$ cat src/rtl/router_fsm_nch.sv
// Packet-router control FSM with a programmable channel count.
// Decodes the header address, steers one packet into one of NUM_CH FIFOs and
// sequences the header, payload, parity and full-recovery phases. Packets with
// an out-of-range address, or stalled too long waiting for an empty FIFO, are
// dropped.
//
// Ports:
//   clk, resetn        clock (rising edge), synchronous active-low reset
//   packet_valid       source packet framing
//   addr_in            header address, valid with first packet_valid cycle
//   fifo_full          full flag of the selected FIFO
//   fifo_empty         per-channel empty flags
//   soft_reset         per-channel soft reset from FIFO read-timeout logic
//   parity_done        parity byte captured by register block
//   low_packet_valid   packet_valid fell while FIFO was full
//   detect_add .. drop_state   Moore state decodes
//   write_enb_reg      FIFO write enable phase
//   busy               stall source
//   wait_timeout       one-cycle pulse after a wait-for-empty timeout
//   sel_ch             latched destination channel
module router_fsm_nch #(
    parameter int unsigned NUM_CH       = 3,
    parameter int unsigned ADDR_W       = 2,
    parameter int unsigned WAIT_TIMEOUT = 32,
    parameter int unsigned CNT_W        = 6
) (
    input  logic              clk,
    input  logic              resetn,
    input  logic              packet_valid,
    input  logic [ADDR_W-1:0] addr_in,
    input  logic              fifo_full,
    input  logic [NUM_CH-1:0] fifo_empty,
    input  logic [NUM_CH-1:0] soft_reset,
    input  logic              parity_done,
    input  logic              low_packet_valid,
    output logic              detect_add,
    output logic              lfd_state,
    output logic              ld_state,
    output logic              full_state,
    output logic              laf_state,
    output logic              rst_int_reg,
    output logic              write_enb_reg,
    output logic              busy,
    output logic              drop_state,
    output logic              wait_timeout,
    output logic [ADDR_W-1:0] sel_ch
);

    localparam int unsigned CH_MAX  = 1 << ADDR_W;
    localparam int unsigned TO_LAST = (WAIT_TIMEOUT == 0) ? 0 : WAIT_TIMEOUT - 1;
    localparam logic [CNT_W-1:0] CNT_MAX = '1;

    typedef enum logic [3:0] {
        ST_DECODE      = 4'd0,
        ST_LOAD_FIRST  = 4'd1,
        ST_LOAD_DATA   = 4'd2,
        ST_WAIT_EMPTY  = 4'd3,
        ST_LOAD_PARITY = 4'd4,
        ST_CHECK_PAR   = 4'd5,
        ST_FIFO_FULL   = 4'd6,
        ST_LOAD_AFTER  = 4'd7,
        ST_DROP        = 4'd8
    } state_t;

    state_t            state;
    state_t            next_state;
    logic              timeout_c;
    logic [CNT_W-1:0]  wait_cnt;
    logic [CH_MAX-1:0] empty_pad;
    logic [CH_MAX-1:0] sr_pad;
    logic              addr_ok;
    logic              sel_ok;
    logic              sr_hit;
    logic              to_hit;

    // Pad per-channel flags to the full address space so any address indexes safely.
    assign empty_pad = CH_MAX'(fifo_empty);
    assign sr_pad    = CH_MAX'(soft_reset);
    assign addr_ok   = ({1'b0, addr_in} < (ADDR_W+1)'(NUM_CH));
    assign sel_ok    = ({1'b0, sel_ch}  < (ADDR_W+1)'(NUM_CH));
    // Only the selected channel's soft reset matters, and never while decoding.
    assign sr_hit    = (state != ST_DECODE) && sel_ok && sr_pad[sel_ch];
    assign to_hit    = (WAIT_TIMEOUT != 0) && (wait_cnt == CNT_W'(TO_LAST));

    // State register.
    always_ff @(posedge clk) begin
        if (!resetn) begin
            state <= ST_DECODE;
        end else if (sr_hit) begin
            state <= ST_DECODE;
        end else begin
            state <= next_state;
        end
    end

    // Channel latch, wait counter and timeout pulse.
    always_ff @(posedge clk) begin
        if (!resetn) begin
            sel_ch       <= '0;
            wait_cnt     <= '0;
            wait_timeout <= 1'b0;
        end else begin
            if (state == ST_DECODE) begin
                sel_ch <= addr_in;
            end
            // Cleared whenever outside WAIT_EMPTY, so every entry starts at zero; saturates.
            if (state == ST_WAIT_EMPTY && next_state == ST_WAIT_EMPTY && !sr_hit) begin
                wait_cnt <= (wait_cnt == CNT_MAX) ? wait_cnt : wait_cnt + CNT_W'(1);
            end else begin
                wait_cnt <= '0;
            end
            wait_timeout <= timeout_c && !sr_hit;
        end
    end

    // Next-state logic.
    always_comb begin
        next_state = state;
        timeout_c  = 1'b0;
        case (state)
            ST_DECODE: begin
                if (packet_valid) begin
                    if (!addr_ok)                next_state = ST_DROP;
                    else if (empty_pad[addr_in]) next_state = ST_LOAD_FIRST;
                    else                         next_state = ST_WAIT_EMPTY;
                end
            end
            ST_WAIT_EMPTY: begin
                if (empty_pad[sel_ch]) begin
                    next_state = ST_LOAD_FIRST;
                end else if (to_hit) begin
                    next_state = ST_DROP;
                    timeout_c  = 1'b1;
                end
            end
            ST_LOAD_FIRST:  next_state = ST_LOAD_DATA;
            ST_LOAD_DATA: begin
                if (fifo_full)          next_state = ST_FIFO_FULL;
                else if (!packet_valid) next_state = ST_LOAD_PARITY;
            end
            ST_FIFO_FULL: begin
                if (!fifo_full) next_state = ST_LOAD_AFTER;
            end
            ST_LOAD_AFTER: begin
                if (parity_done)           next_state = ST_DECODE;
                else if (low_packet_valid) next_state = ST_LOAD_PARITY;
                else                       next_state = ST_LOAD_DATA;
            end
            ST_LOAD_PARITY: next_state = ST_CHECK_PAR;
            ST_CHECK_PAR:   next_state = fifo_full ? ST_FIFO_FULL : ST_DECODE;
            ST_DROP: begin
                if (!packet_valid) next_state = ST_DECODE;
            end
            default:        next_state = ST_DECODE;
        endcase
    end

    // Moore output decode.
    always_comb begin
        detect_add    = 1'b0;
        lfd_state     = 1'b0;
        ld_state      = 1'b0;
        full_state    = 1'b0;
        laf_state     = 1'b0;
        rst_int_reg   = 1'b0;
        write_enb_reg = 1'b0;
        busy          = 1'b0;
        drop_state    = 1'b0;
        case (state)
            ST_DECODE:      detect_add = 1'b1;
            ST_LOAD_FIRST: begin
                lfd_state = 1'b1;
                busy      = 1'b1;
            end
            ST_LOAD_DATA: begin
                ld_state      = 1'b1;
                write_enb_reg = 1'b1;
            end
            ST_WAIT_EMPTY:  busy = 1'b1;
            ST_LOAD_PARITY: begin
                write_enb_reg = 1'b1;
                busy          = 1'b1;
            end
            ST_CHECK_PAR: begin
                rst_int_reg = 1'b1;
                busy        = 1'b1;
            end
            ST_FIFO_FULL: begin
                full_state = 1'b1;
                busy       = 1'b1;
            end
            ST_LOAD_AFTER: begin
                laf_state     = 1'b1;
                write_enb_reg = 1'b1;
                busy          = 1'b1;
            end
            ST_DROP:        drop_state = 1'b1;
            default:        ;
        endcase
    end

endmodule

$ cat config.mk
export PLATFORM = sky130hd
export DESIGN_NAME = router_fsm_nch
export DESIGN_NICKNAME = d
export VERILOG_FILES = /design/src/rtl/router_fsm_nch.sv
export SDC_FILE = /design/constraint.sdc
export NUM_CORES = 1
export LEC_CHECK = 0
export CORE_MARGIN = 2
export CORE_UTILIZATION = 45
export DETAILED_ROUTE_END_ITERATION = 10
export PLACE_DENSITY = 0.76
export SETUP_SLACK_MARGIN = 0.2
export SYNTH_ARGS = -nofsm -noshare
export SYNTH_HDL_FRONTEND = slang
export SYNTH_SLANG_ARGS = --single-unit
$ cat constraint.sdc
create_clock -name clk -period 2 [get_ports clk]
set_clock_uncertainty 0.2 [all_clocks]
set_input_delay 0.2 -clock clk [delete_from_list [all_inputs] [get_ports clk]]
set_output_delay 0.2 -clock clk [all_outputs]
set_load 0.01 [all_outputs]
Yosys cells after proc, flatten, opt, wreduce, memory -nomap -nowiden

Cells that the tools add are included.

Logic and storage cells: 64
Output and inout bits: 12
Input bits: 14
Bits in registers: 13

Equal/unequal tests: 11
Reductions and logical operators: 12
$add $sub $neg: 1
Mux-type cells: 31
Bitwise operators: 1
$lt $le $gt $ge: 4

Operators with widths:

| operator            | number |
|---|---|
| $pmux 4 s9          | 1 |
| $mux 4              | 8 |
| $eq 4x3->1 const B  | 4 |
| $mux 1              | 15 |
| $eq 4x2->1 const B  | 3 |
| $mux 3              | 3 |
| $add 6x1->6 const B | 1 |
| $bmux 1 s2          | 3 |
| $eq 6x5->1 const B  | 1 |
| $eq 6x6->1 const B  | 1 |
| $lt 2x3->1 const B  | 2 |
| $reduce_or 6->1     | 1 |
| $logic_and 1x1->1   | 5 |
| $eq 4x1->1 const B  | 1 |
| $eq 4x4->1 const B  | 1 |
| $logic_not 4->1     | 1 |
| $lt 2x2->1 const B  | 2 |
| $reduce_bool 4->1   | 1 |
| $reduce_or 3->1     | 1 |
| $mux 2              | 1 |
| $reduce_and 2->1    | 1 |
| $reduce_or 2->1     | 1 |
| $logic_not 1->1     | 1 |
| $not 1->1           | 1 |

Logic depth before layout (Yosys ltp)

Word-level depth: 10
Depth in mapped cells: 6
Mapped depth without buffers: 5

Worst setup path after synthesis

No wires, ideal clock.

Path type: register to register
Start: reg state[1]
End: reg wait_cnt[5]
Clock period less this slack: 1.919 ns
Arrival: 1.646 ns
Required time: 1.727 ns
Path slack: 0.081 ns
Cell stages (with the launch flop): 7
Cell sequence: dfxtp_1 > buf_6 > nor4_4 > and2_1 > a221oi_2 > a211o_4 > nor3_2

Longest elaborated chain between the ends: 7

Ends and longest elaborated chain:

| what                                | RTL line | source |
|---|---|---|
| start: declaration                  | 65       | `state_t state;` |
| start signal: assignment            | 92       | `state <= next_state;` |
| $mux 4, on equally long branches    | 139, 131 |  |
| $mux 4, on equally long branches    | 138, 129 |  |
| $pmux 4 s9                          | 120      | `case (state)` |
| $eq 4x2->1                          | 107      | `if (state == ST_WAIT_EMPTY && next_state == ST_WAIT_EMPTY && !sr_hit) begin` |
| $logic_and 1x1->1                   | 107      |  |
| $logic_and 1x1->1 *                 | 107      |  |
| $reduce_and 2->1 (no source line) * | -        |  |
| end signal: assignment              | 108      | `wait_cnt <= (wait_cnt == CNT_MAX) ? wait_cnt : wait_cnt + CNT_W'(1);` |
| end: declaration                    | 68       | `logic [CNT_W-1:0] wait_cnt;` |

Every way passes the cells marked *; elsewhere a longest branch is shown, timed or not.
A chain may end at the register's enable or synchronous reset.

Worst setup path in the final report

Start: reg state[1]
End: reg wait_cnt[4]

The elaborated chain is that of the path after synthesis.

==> metrics.md <==
| Metric | Value |
|---|---|
| Std cell rows | `16` |
| Cells after Synth | `between 100 and 150` |
| Yosys warning count | `0` |
| R2r startpoint | `state[1]` |
| Worst min path class | `reg2reg` |
| First-pass GRT wire length | `3800 µm` |
| WL/cell | `about 13 µm` |
| Ports | `26` |
| RePlAce Congestion | `0.796` |
| Initial Util | `0.466` |
| Largest net degree at the start of global routing | `13` |
| Fin worst setup slack | `0.189 ns` |
| Final min period | `between 1.5 and 2 ns` |
| Chip height | `48.6 µm` |
| Clk Latency, worst-skew pair | `roughly 0.26 ns` |
| Non-filler cells, final | `between 150 and 200` |
| Number of port buffers | `25` |
| Syn Nets | `~120` |
| Crit start category | `flop` |
| Hold Crit Depth | `2` |
| Remaining antenna violation count | `0` |
| Most frequent cells in the layout | `clkdlybuf4s50_1, nor2_1, buf_4` |
| Cell Chain, Critical Path | `or2b_2, o22ai_1, a221oi_2, a211o_4, nor3_2` |
| DP HPWL | `roughly 1600 µm` |
| FILL cells | `approximately 170` |
| Core ar. | `~1900 µm²` |
| Reg clk slew, reported paths | `about 0.07 ns` |
| Commonest non-fill, non-tap cell in the layout | `clkdlybuf4s50_1` |
| Global Route Usage Sum | `0.199` |
| Drt drc | `0` |
| Vias per inst | `between 5 and 6` |
| TritonCTS buffer count | `3` |
| Placed Instances | `around 160` |
| Status | `completed` |
| Crit share post-route | `0.906` |
| RSZ-0062 raised after global routing | `yes` |
| Vias | `around 920` |
| Crit. End Element | `flop` |
| Routed WL | `2180 µm` |
| First-pass iteration count of the detailed router | `4` |
| Max IR drop VDD | `roughly 0.00071 V` |
| Fraction of layout cells with a size suffix above 1 | `0.295` |
| Vias in the first global route | `about 890` |
| Worst-Margin Slew | `about 0.33 ns` |
| Setup CP Type | `reg2reg` |
| Fmax | `approximately 550 MHz` |
| Area Growth Syn to Fin | `45.5%` |
| Worst rel slew slack | `0.782` |
| Initial drt markers | `12` |
| # H-tree levels | `1` |
| Worst r2r dst | `wait_cnt[4]` |
| Register area share after synthesis | `0.291` |
| Final #Nets | `162` |
| Grt total ovfl | `0` |
| R2R setup slack | `roughly 0.19 ns` |
| R2R depth | `5` |
| HP Start | `wait_cnt[1]` |
| Yosys cell types | `just over 40` |
| Setup violators final | `0` |
| Synthesized flop and latch total | `13` |
| CTS tree | `yes` |
| DIE AREA | `2360 µm²` |
| Crit-path max FO | `10` |
| Post-Place Setup Slack | `-0.140 ns` |
| Clk sinks | `13` |
| Post-synthesis cell area | `896 µm²` |
| Leakage | `roughly 0.55 nW` |
| Syn Area/Cell | `between 8 and 9 µm²` |
| Worst Path Arrival | `~1.8 ns` |
| Critical Path Max Stage Delay | `~0.42 ns` |
| Layout Utilization | `0.678` |
| CP max-delay cell | `dfxtp_4` |
| Antenna cell count | `0` |
| Max Slew Vio Count | `0` |
| Power per cell area | `roughly 1200 nW/µm²` |
| Root Buffer | `clkbuf_4` |
| Max-cap viol count | `0` |
| Required @ worst endpoint | `between 1.5 and 2 ns` |
| Initial antenna violation count | `0` |
| Final count of hold timing violations | `0` |
| Die X-Extent | `48.6 µm` |
| Clock Tree Buf Depth | `2` |
| Hold endpoint | `wait_cnt[1]` |
[power breakdown]
group          total [mW]  switching [mW]  internal [mW]
Sequential          0.435           0.112          0.322
Clock               0.148          0.0713         0.0770
Combinational       0.927           0.381          0.546
Total                1.51           0.565          0.945
[cells by family (layout without fill, tap and decap cells)]
group | Yosys count | in the layout | synth area share
AND/OR/NAND/NOR | 48 | 48 | 0.318
AO/OA/AOI/OAI | 29 | 29 | 0.233
flip-flops | 13 | 13 | 0.291
buffers and inverters | 9 | 48 | 0.0670
multiplexers | 5 | 5 | 0.0573
XOR/XNOR | 2 | 2 | 0.0196
adder cells (fa/ha/maj) | 1 | 1 | 0.0140
[worst max-delay path, delay by kind of cell (launching register included)]
family	cells	cell delay, ns
AND/OR/NAND/NOR	2	0.44
flip-flops	1	0.42
AO/OA/AOI/OAI	3	0.70
[how the worst max path moves through the flow]
| stage | from | to | slack, ns | cells past startpoint |
|---|---|---|---|---|
| detailed placement | addr_in[0] | wait_cnt[2] | -0.14 | 6 |
| floorplan | state[0] | wait_cnt[1] | 0.22 | 5 |
| finish | state[1] | wait_cnt[4] | 0.19 | 5 |
| global placement | addr_in[0] | wait_cnt[1] | -0.1 | 6 |
| CTS | state[1] | ld_state | 0.18 | 3 |
| global route | state[2] | wait_cnt[3] | 0.1 | 7 |
[per-layer routing]
metal | routed length, µm | global-route usage
met1 | 957 | 0.230
met2 | 1140 | 0.374
met3 | 73 | 0.0340
met4 | 4 | 0.0476
met5 | 0 | 0
[stage by stage]
| step | area [µm²] | power [mW] | hold slack [ns] | setup TNS (ns) |
|---|---|---|---|---|
| 3_5_place_dp | 1200 | 1.24 | 0.263 | -0.755 |
| 6_report | 1300 | 1.51 | 0.276 | 0 |
| 3_3_place_gp | 1200 | 1.23 | 0.255 | -0.474 |
| 2_1_floorplan | 897 | 0.911 | 0.128 | 0 |
| 5_1_grt | 1300 | 1.63 | 0.312 | 0 |
| 4_1_cts | 1270 | 1.42 | 0.280 | 0 |
[Yosys cell counts]
| master | instances | area, µm² |
|---|---|---|
| clkbuf_8 | 1 | 13.8 |
| a211oi_1 | 1 | 7.51 |
| nand3b_1 | 2 | 15.0 |
| dfxtp_1 | 13 | 260 |
| a31oi_1 | 2 | 12.5 |
| o31ai_1 | 1 | 7.51 |
| a21oi_1 | 7 | 35.0 |
| o2111a_1 | 1 | 11.3 |
| and3_1 | 1 | 6.26 |
| nor3_1 | 5 | 25.0 |
| inv_1 | 4 | 15.0 |
| and4bb_2 | 1 | 12.5 |
| o22ai_1 | 2 | 12.5 |
| or2b_2 | 2 | 17.5 |
| o221ai_1 | 1 | 8.76 |
| nor3b_1 | 1 | 7.51 |
| nor3_2 | 2 | 20.0 |
| a211o_4 | 1 | 17.5 |
| a221oi_2 | 1 | 15.0 |
| and2_1 | 3 | 18.8 |
| nand2b_2 | 1 | 8.76 |
| buf_2 | 1 | 5.00 |
| mux2_2 | 1 | 11.3 |
| nor2_1 | 14 | 52.6 |
| nand3_1 | 5 | 25.0 |
| nor4_4 | 1 | 21.3 |
| o211a_1 | 2 | 20.0 |
| o221a_2 | 1 | 11.3 |
| nand2_1 | 5 | 18.8 |
| nand4_1 | 1 | 6.26 |
| ha_1 | 1 | 12.5 |
| and2b_2 | 1 | 8.76 |
| nor2b_1 | 2 | 12.5 |
| xor2_1 | 2 | 17.5 |
| o21a_1 | 1 | 7.51 |
| nand4b_1 | 1 | 8.76 |
| o211ai_1 | 1 | 7.51 |
| o21ai_0 | 7 | 35.0 |
| buf_6 | 2 | 22.5 |
| clkbuf_1 | 1 | 3.75 |
| mux2i_1 | 4 | 40.0 |
[repair_timing]
item,CTS,global route
endpoints found under the setup margin,15,13
hold buffers,0,0
buffers inserted,5,1
pin swaps,5,1
resized for setup,21,11
cloned,0,1
[cell type report]
cell class                 instances  area (µm²)  area share
sequential                        13         272       0.208
timing repair buffer              40         363       0.278
tap                               27        33.8      0.0259
inverter                           4        15.0      0.0115
clock buffer                       4        26.3      0.0202
multi-input combinational         85         594       0.456
[registers in the layout, summed over array words and instances, names as in the netlist]
name / count
wait_cnt: 6
state: 4
sel_ch: 2
wait_timeout: 1
No activity file was read; power rests on OpenSTA's default activity.
